**config.mk**
```make
export PLATFORM = sky130hd
export DESIGN_NAME = updown_sweep_ctrl_flat
export DESIGN_NICKNAME = d
export VERILOG_FILES = /design/src/rtl/updown_sweep_ctrl_if.sv /design/src/rtl/updown_sweep_ctrl.sv /design/src/flat_wrapper.sv
export SDC_FILE = /design/constraint.sdc
export NUM_CORES = 1
export LEC_CHECK = 0
export ABC_CLOCK_PERIOD_IN_PS = 2700
export BUFFER_PORTS_ARGS = -buffer_cell sky130_fd_sc_hd__buf_4
export CAP_MARGIN = 10
export CORE_MARGIN = 2
export CORE_UTILIZATION = 30
export DETAILED_ROUTE_END_ITERATION = 8
export SYNTH_ARGS = -nofsm -noshare
export SYNTH_HDL_FRONTEND = slang
export SYNTH_SLANG_ARGS = --single-unit
```
**constraint.sdc**
```tcl
create_clock -name clk -period 2.7 [get_ports clk]
set_input_delay 0.54 -clock clk [delete_from_list [all_inputs] [get_ports clk]]
set_output_delay 0.54 -clock clk [all_outputs]
set_load 0.02 [all_outputs]
```
**src/rtl/updown_sweep_ctrl_if.sv**
```systemverilog
// Signal bundle between the sweep sequencer and its surroundings (bounds, controls,
// counter load/enable/direction and counter feedback).
interface updown_sweep_ctrl_if #(
    parameter int WIDTH   = 4,
    parameter int SWEEP_W = 4
);
    logic               start;
    logic [WIDTH-1:0]   lo;
    logic [WIDTH-1:0]   hi;
    logic [SWEEP_W-1:0] sweeps;
    logic               pause;
    logic               abort;
    logic [WIDTH-1:0]   count_in;
    logic               cnt_load;
    logic [WIDTH-1:0]   cnt_load_val;
    logic               cnt_en;
    logic               cnt_up_down;
    logic               busy;
    logic               done;
    logic               err;
    logic [SWEEP_W-1:0] sweep_cnt;

    modport master (
        output start, lo, hi, sweeps, pause, abort, count_in,
        input  cnt_load, cnt_load_val, cnt_en, cnt_up_down, busy, done, err, sweep_cnt
    );

    modport slave (
        input  start, lo, hi, sweeps, pause, abort, count_in,
        output cnt_load, cnt_load_val, cnt_en, cnt_up_down, busy, done, err, sweep_cnt
    );
endinterface

```
**src/rtl/updown_sweep_ctrl.sv**
```systemverilog
// Triangle-sweep sequencer for an external up/down counter: load lo, sweep lo->hi->lo
// a latched number of times, with pause/abort, then pulse done.
//
// state | meaning
// IDLE  | waiting for start; rejected starts pulse err next cycle
// LOAD  | load counter with latched lo
// UP    | counting up until the counter reaches hi
// DOWN  | counting down until the counter reaches lo; closes a sweep
// DONE  | one-cycle completion pulse
module updown_sweep_ctrl #(
    parameter int WIDTH   = 4,
    parameter int SWEEP_W = 4
) (
    input  logic               clk,
    input  logic               reset,
    updown_sweep_ctrl_if.slave bus
);
    typedef enum logic [2:0] {IDLE, LOAD, UP, DOWN, DONE} state_t;

    localparam logic [WIDTH-1:0]   ONE_W = WIDTH'(1);
    localparam logic [SWEEP_W-1:0] ONE_S = SWEEP_W'(1);

    state_t             state, state_nxt;
    logic [WIDTH-1:0]   lo_q, hi_q;
    logic [SWEEP_W-1:0] sweeps_q, sweep_cnt_q;
    logic               err_q;
    logic               start_ok, start_bad, sweep_inc;
    logic               cnt_load, cnt_en, cnt_up_down, done;

    always_comb begin
        start_ok    = bus.start && (bus.lo < bus.hi) && (bus.sweeps != '0);
        start_bad   = bus.start && !start_ok;
        state_nxt   = state;
        cnt_load    = 1'b0;
        cnt_en      = 1'b0;
        cnt_up_down = 1'b0;
        done        = 1'b0;
        sweep_inc   = 1'b0;
        case (state)
            IDLE: if (start_ok) state_nxt = LOAD;
            LOAD: begin
                if (bus.abort) state_nxt = IDLE;
                else begin
                    cnt_load  = 1'b1;
                    state_nxt = UP;
                end
            end
            UP: begin
                if (bus.abort) state_nxt = IDLE;
                else if (!bus.pause) begin
                    cnt_en      = 1'b1;
                    cnt_up_down = 1'b1;
                    // Turn on the edge that brings the counter to hi: no dwell at the top.
                    if (bus.count_in >= hi_q - ONE_W) state_nxt = DOWN;
                end
            end
            DOWN: begin
                if (bus.abort) state_nxt = IDLE;
                else if (!bus.pause) begin
                    cnt_en = 1'b1;
                    if (bus.count_in <= lo_q + ONE_W) begin
                        sweep_inc = 1'b1;
                        state_nxt = (sweep_cnt_q + ONE_S == sweeps_q) ? DONE : UP;
                    end
                end
            end
            DONE: begin
                state_nxt = IDLE;
                done      = !bus.abort;
            end
            default: state_nxt = IDLE;
        endcase
    end

    always_ff @(posedge clk) begin
        if (!reset) begin
            state       <= IDLE;
            lo_q        <= '0;
            hi_q        <= '0;
            sweeps_q    <= '0;
            sweep_cnt_q <= '0;
            err_q       <= 1'b0;
        end else begin
            state <= state_nxt;
            err_q <= (state == IDLE) && start_bad;
            if ((state == IDLE) && start_ok) begin
                lo_q        <= bus.lo;
                hi_q        <= bus.hi;
                sweeps_q    <= bus.sweeps;
                sweep_cnt_q <= '0;
            end else if (sweep_inc) begin
                sweep_cnt_q <= sweep_cnt_q + ONE_S;
            end
        end
    end

    assign bus.cnt_load     = cnt_load;
    assign bus.cnt_load_val = lo_q;
    assign bus.cnt_en       = cnt_en;
    assign bus.cnt_up_down  = cnt_up_down;
    assign bus.busy         = (state != IDLE);
    assign bus.done         = done;
    assign bus.err          = err_q;
    assign bus.sweep_cnt    = sweep_cnt_q;
endmodule

```
**src/flat_wrapper.sv**
```systemverilog
// flat-port wrapper written by rule: the top's interface ports become plain ports
module updown_sweep_ctrl_flat 
#(
    parameter int WIDTH   = 4,
    parameter int SWEEP_W = 4
)
  (clk, reset, bus_start, bus_lo, bus_hi, bus_sweeps, bus_pause, bus_abort, bus_count_in, bus_cnt_load, bus_cnt_load_val, bus_cnt_en, bus_cnt_up_down, bus_busy, bus_done, bus_err, bus_sweep_cnt);
  updown_sweep_ctrl_if #(.WIDTH(WIDTH), .SWEEP_W(SWEEP_W)) bus_i ();
  input  logic clk;
  input  logic reset;
  input wire logic [$bits(bus_i.start)-1:0] bus_start;
  input wire logic [$bits(bus_i.lo)-1:0] bus_lo;
  input wire logic [$bits(bus_i.hi)-1:0] bus_hi;
  input wire logic [$bits(bus_i.sweeps)-1:0] bus_sweeps;
  input wire logic [$bits(bus_i.pause)-1:0] bus_pause;
  input wire logic [$bits(bus_i.abort)-1:0] bus_abort;
  input wire logic [$bits(bus_i.count_in)-1:0] bus_count_in;
  output wire logic [$bits(bus_i.cnt_load)-1:0] bus_cnt_load;
  output wire logic [$bits(bus_i.cnt_load_val)-1:0] bus_cnt_load_val;
  output wire logic [$bits(bus_i.cnt_en)-1:0] bus_cnt_en;
  output wire logic [$bits(bus_i.cnt_up_down)-1:0] bus_cnt_up_down;
  output wire logic [$bits(bus_i.busy)-1:0] bus_busy;
  output wire logic [$bits(bus_i.done)-1:0] bus_done;
  output wire logic [$bits(bus_i.err)-1:0] bus_err;
  output wire logic [$bits(bus_i.sweep_cnt)-1:0] bus_sweep_cnt;
  assign bus_i.start = bus_start;
  assign bus_i.lo = bus_lo;
  assign bus_i.hi = bus_hi;
  assign bus_i.sweeps = bus_sweeps;
  assign bus_i.pause = bus_pause;
  assign bus_i.abort = bus_abort;
  assign bus_i.count_in = bus_count_in;
  assign bus_cnt_load = bus_i.cnt_load;
  assign bus_cnt_load_val = bus_i.cnt_load_val;
  assign bus_cnt_en = bus_i.cnt_en;
  assign bus_cnt_up_down = bus_i.cnt_up_down;
  assign bus_busy = bus_i.busy;
  assign bus_done = bus_i.done;
  assign bus_err = bus_i.err;
  assign bus_sweep_cnt = bus_i.sweep_cnt;
  updown_sweep_ctrl #(.WIDTH(WIDTH), .SWEEP_W(SWEEP_W)) u_core (.clk(clk), .reset(reset), .bus(bus_i));
endmodule
```
# == Word-level counts from Yosys, hierarchy flattened ==
# Cells that the tools add are included.
# op_classes
n_eq_ne,10
bitwise,1
mux,21
order_cmp,3
n_reduce_logical,13
add_sub_neg,3
# op_table
op,n
2-to-1 mux 3 bit,8
case mux 3 bit (4 select lines),1
2-to-1 mux 1 bit,11
"adder 4 x 1 -> 4 bit, second input constant",2
"equality test 3 x 2 -> 1 bit, second input constant",2
"!= test 3 x 2 -> 1 bit, second input constant",2
"!= test 3 bit, second input constant",2
logical AND 1 bit,5
AND reduction 5 bit,1
equality test 4 bit,1
>= comparator 4 bit,1
<= comparator 4 bit,1
< comparator 4 bit,1
nonzero test 4 bit,1
OR reduction 2 bit,2
"subtractor 4 x 1 -> 4 bit, second input constant",1
"equality test 3 x 1 -> 1 bit, second input constant",1
"equality test 3 bit, second input constant",1
zero test 3 bit,1
nonzero test 3 bit,1
zero test 1 bit,2
2-to-1 mux 2 bit,1
"!= test 2 x 1 -> 1 bit, second input constant",1
NOT 1 bit,1
# word_totals
output_inout_bits,14
register_bits,20
inputBits,21
word_cells,57

# == Logic depth before layout (Yosys ltp) ==
# logic_depth
depth_word,7
mapped_depth,8
mapped_depth_nobuf,8

# == Least setup slack after synthesis ==
# OpenSTA, ideal clock, no wires.
# synth_timing
kind,register to register
startpoint,"register u_core.lo_q[0], in the netlist u_core.bus.cnt_load_val[0]"
endpoint,"register u_core.sweep_cnt_q[2], in the netlist u_core.bus.sweep_cnt[2]"
n_path_buf,0
synth_period_minus_slack_ns,2.030
stages_incl_launch_ff,9
setup_ns,0.070
setup_slack_ns,0.670
t_arrival_ns,1.960
t_required_ns,2.630
cell_sequence,dfxtp_1 > ha_1 > inv_1 > ha_1 > nor2b_1 > o211ai_1 > a31oi_1 > or3_1 > a21oi_1
# synth_via
elab_chain_cells,6
# synth_rtl
element,line,rtl
start: declaration,updown_sweep_ctrl.sv:24,"logic [WIDTH-1:0] lo_q, hi_q;"
start signal: assignment,updown_sweep_ctrl.sv:87,lo_q <= bus.lo;
adder 4 x 1 -> 4 bit,updown_sweep_ctrl.sv:61,if (bus.count_in <= lo_q + ONE_W) begin
<= comparator 4 bit,updown_sweep_ctrl.sv:61,
2-to-1 mux 1 bit,updown_sweep_ctrl.sv:61,
2-to-1 mux 1 bit,updown_sweep_ctrl.sv:59,else if (!bus.pause) begin
2-to-1 mux 1 bit,updown_sweep_ctrl.sv:58,if (bus.abort) state_nxt = IDLE;
2-to-1 mux 1 bit,updown_sweep_ctrl.sv:39,case (state)
end signal: assignment,updown_sweep_ctrl.sv:92,sweep_cnt_q <= sweep_cnt_q + ONE_S;
end: declaration,updown_sweep_ctrl.sv:25,"logic [SWEEP_W-1:0] sweeps_q, sweep_cnt_q;"
# Every way passes these cells.
# A chain may end at the register's enable or synchronous reset.

# == Worst setup path after layout ==
# layout_timing
startpoint,"register u_core.lo_q[0], in the netlist u_core.bus.cnt_load_val[0]"
endpoint,"register u_core.sweep_cnt_q[3], in the netlist u_core.bus.sweep_cnt[3]"
# The elaborated chain is that of the path after synthesis.

==> reports/results.ini <==
[clock_tree]
cts_hold_buf = 0
cts_tree = done
numCtsBuffers = 3
post_cts_buffers = 0
clock-sinks = 20
cts_buffer_depth = 2
cts_max_level = 1
clk_pin_slew_ns = 0.08
clock_latency_ns = 0.26
cts_root_buf = clkbuf_8
cts_resized = 0

[pwr]
comb_power_share_pct = 25.2
p_clk_share_pct = 35.5
switching_share_pct = 27.5
p_int_mw = 0.618
report.power.total_mw = 0.853
p_leak_nw = 0.779
net-switching-power_mw = 0.235
pwr-share-seq_pct = 39.3
ir_drop_mv = 0.229
power.density_nw_per_um2 = 511

[global_route]
grt_pass1_vias = 966
antenna_found_initial = 0
gr-total-overflow = 0
track_usage_pct = 11.7
grt_pass1_wl_um = 4630
grt_start_max_net_pins = 19

[critical_path]
worst-setup-path-type = register to register
path_cells = ha_1 > inv_1 > ha_1 > nor2b_1 > o211ai_1 > a31oi_1 > or3_1 > a21oi_1
critPathLaunchType = register
reg2reg_slack_ns = 0.56
end_kind = register
critPathMaxFanout = 5
worst-path-stages = 8
reg2regPathDepth = 8
critical_path_required_ns = 2.90
cp_num_buf_inv = 1
arrival_ns = 2.34
critPathMaxStageDelay_ns = 0.36
path_common_cell = ha_1
crit_slowest_cell = dfxtp_1
critical-path-top-delay-family = compound AO/OA/AOI/OAI gates

[yosys]
synth_cells = 146
synthTopCellsByArea = dfxtp_1, ha_1, mux2i_1, nor2b_1, xnor2_1
ys_seq_elements = 20
synthXorXnorAreaFrac_pct = 7.45
synth_compound_area_share_pct = 12.0
ys_types = 31
synthSimpleGateAreaFrac_pct = 21.7
synth_mux_area_share_pct = 9.29
synth_top_cell_area_share_pct = 31.0
seq_area_frac_synth_pct = 31.0
synth_top_family_by_area = simple AND/OR/NAND/NOR gates
synthesis.area_um2 = 1290
synth_fa_ha_area_share_pct = 13.6
ys.warnings.count = 0
syn-num-nets = 181
synth_top_area_cell = dfxtp_1
avgSynthCellArea_um2 = 8.85

[timing]
fin_crit_sh_pct = 79.4
fmax_mhz = 467
fin_crit_ns = 2.14
drv_slew = 0
clock_skew_ns = 0.00113
finalSetupViolCount = 0
grt_setup_unrepaired = false
hold_violations = 0
setup-tns-final_ns = 0
tightest_slew_ns = 0.502
relSlewSlack_pct = 66.1

[status]
status = finished, final reports clean

[detailed_routing]
drtAntennaViolNets = 0
via_count = 1113
wirelength_um = 2840
dr.pass1.iters = 4
wl_per_cell_um = 12.3
drt-initial-drc-count = 46
vias_per_cell = 4.82
drc_errors = 0

[die]
die_y_um = 69.6
row_count = 23
die_area_um2 = 4850
initial_core_util_pct = 31.6
coreArea_um2 = 4090
fp.dieW_um = 69.6
ios = 35

[min_path]
holdPathStages = 3
hp-class = input port to register

[job]
cap_violations = 0

[placed_design]
port_buffers = 34
dpl.cell_count = 227
dp.final_hpwl_um = 2300
place_congestion = 0.773

[cells_and_area]
layout_common_cells = buf_4, dfxtp_1, ha_1
finalNetCount = 217
diodes = 0
syn_to_final_growth_pct = 29.1
mostFrequentLayoutCell = buf_4
layout.cells.non_filler = 231
drive_gt1_share_pct = 22.7

## path summary, 6_finish.rpt
| check | startpoint | endpoint |
|---|---|---|
| worst max-delay path | u_core.bus.cnt_load_val[0]$_SDFFE_PN0P_ | u_core.bus.sweep_cnt[3]$_SDFFE_PP0P_ |
| worst min register to register | u_core.bus.sweep_cnt[1]$_SDFFE_PP0P_ | u_core.bus.sweep_cnt[1]$_SDFFE_PP0P_ |
| worst max register to register | u_core.bus.cnt_load_val[0]$_SDFFE_PN0P_ | u_core.bus.sweep_cnt[3]$_SDFFE_PP0P_ |
| worst min-delay path | bus_start | u_core.bus.err$_SDFF_PN0_ |
## cells by family (layout without fill, tap and decap cells)
| group | Yosys count | count (layout) |
|---|---|---|
| simple gates | 48 | 48 |
| compound gates | 25 | 25 |
| flops | 20 | 20 |
| buf+inv | 16 | 51 |
| fa+ha+maj | 14 | 14 |
| mux | 12 | 12 |
| xor+xnor | 11 | 11 |
## cells in the mapped netlist
| cell type | n |
|---|---|
| nand3_1 | 2 |
| buf_2 | 1 |
| o211ai_1 | 2 |
| a31o_2 | 1 |
| nor4b_4 | 1 |
| nor4_1 | 3 |
| o21ai_0 | 6 |
| clkbuf_1 | 2 |
| o21a_1 | 1 |
| nand2b_1 | 2 |
| a21oi_1 | 8 |
| xnor2_1 | 7 |
| nor3b_1 | 1 |
| buf_4 | 1 |
| dfxtp_1 | 20 |
| ha_1 | 14 |
| a221oi_1 | 1 |
| or3_1 | 2 |
| a31oi_1 | 2 |
| nor4b_1 | 2 |
| nand2_1 | 11 |
| a32o_1 | 1 |
| a211oi_1 | 3 |
| and4_1 | 1 |
| inv_1 | 12 |
| and3_1 | 2 |
| mux2i_1 | 12 |
| xor2_1 | 4 |
| nor2b_1 | 13 |
| nor2_1 | 5 |
| nor3_1 | 3 |
## power by group through the flow
stage | sequential [mW] | clock [mW] | combinational (mW)
after floorplan | 0.340 | 0 | 0.143
after global placement | 0.342 | 0 | 0.215
after detailed placement | 0.342 | 0 | 0.217
after CTS | 0.335 | 0.309 | 0.218
after global routing | 0.339 | 0.321 | 0.243
final | 0.335 | 0.303 | 0.215
## stage by stage
step	hold WS, ns	utilization [%]	cell area [um^2]	worst slack (ns)
after global routing	0.492	40.8	1670	0.422
after CTS	0.492	40.8	1670	0.537
after global placement	0.491	39.1	1600	0.556
after detailed placement	0.497	39.1	1600	0.550
final	0.499	40.8	1670	0.557
after floorplan	0.506	-	1290	0.670
## area by class of cell
class / instances / area [um^2]
Clock buffer: 3 / 41.3
Clock inverter: 1 / 30.0
Fill cell: 428 / 2420
Inverter: 12 / 45.0
Multi-Input combinational cell: 110 / 827
Sequential cell: 20 / 400
Tap cell: 50 / 62.6
Timing Repair Buffer: 35 / 263
## worst register-to-register path: cells and delay by family (launching register included)
kind,cells,cell delay [ns]
AO/OA/AOI/OAI,3,0.63
adder cells (fa/ha/maj),2,0.56
AND/OR/NAND/NOR,2,0.48
flip-flops,1,0.36
buffers and inverters,1,0.04
## sequential cells by signal (all words and copies together), names as in the netlist
register,cells
u_core.sweeps_q,4
u_core.bus.cnt_load_val,4
u_core.state,3
u_core.bus.sweep_cnt,4
u_core.hi_q,4
u_core.bus.err,1
## per-layer routing
layer  part of all wire, %  up-vias  GRT usage, %
met1                    50      488          17.0
met5                     0        -             0
met3                   6.1        4          2.18
met4                   1.6        0          3.85
li1                      -      589             -
met2                    42       32          17.2
Note: power is estimated with default switching activity, not from simulation.
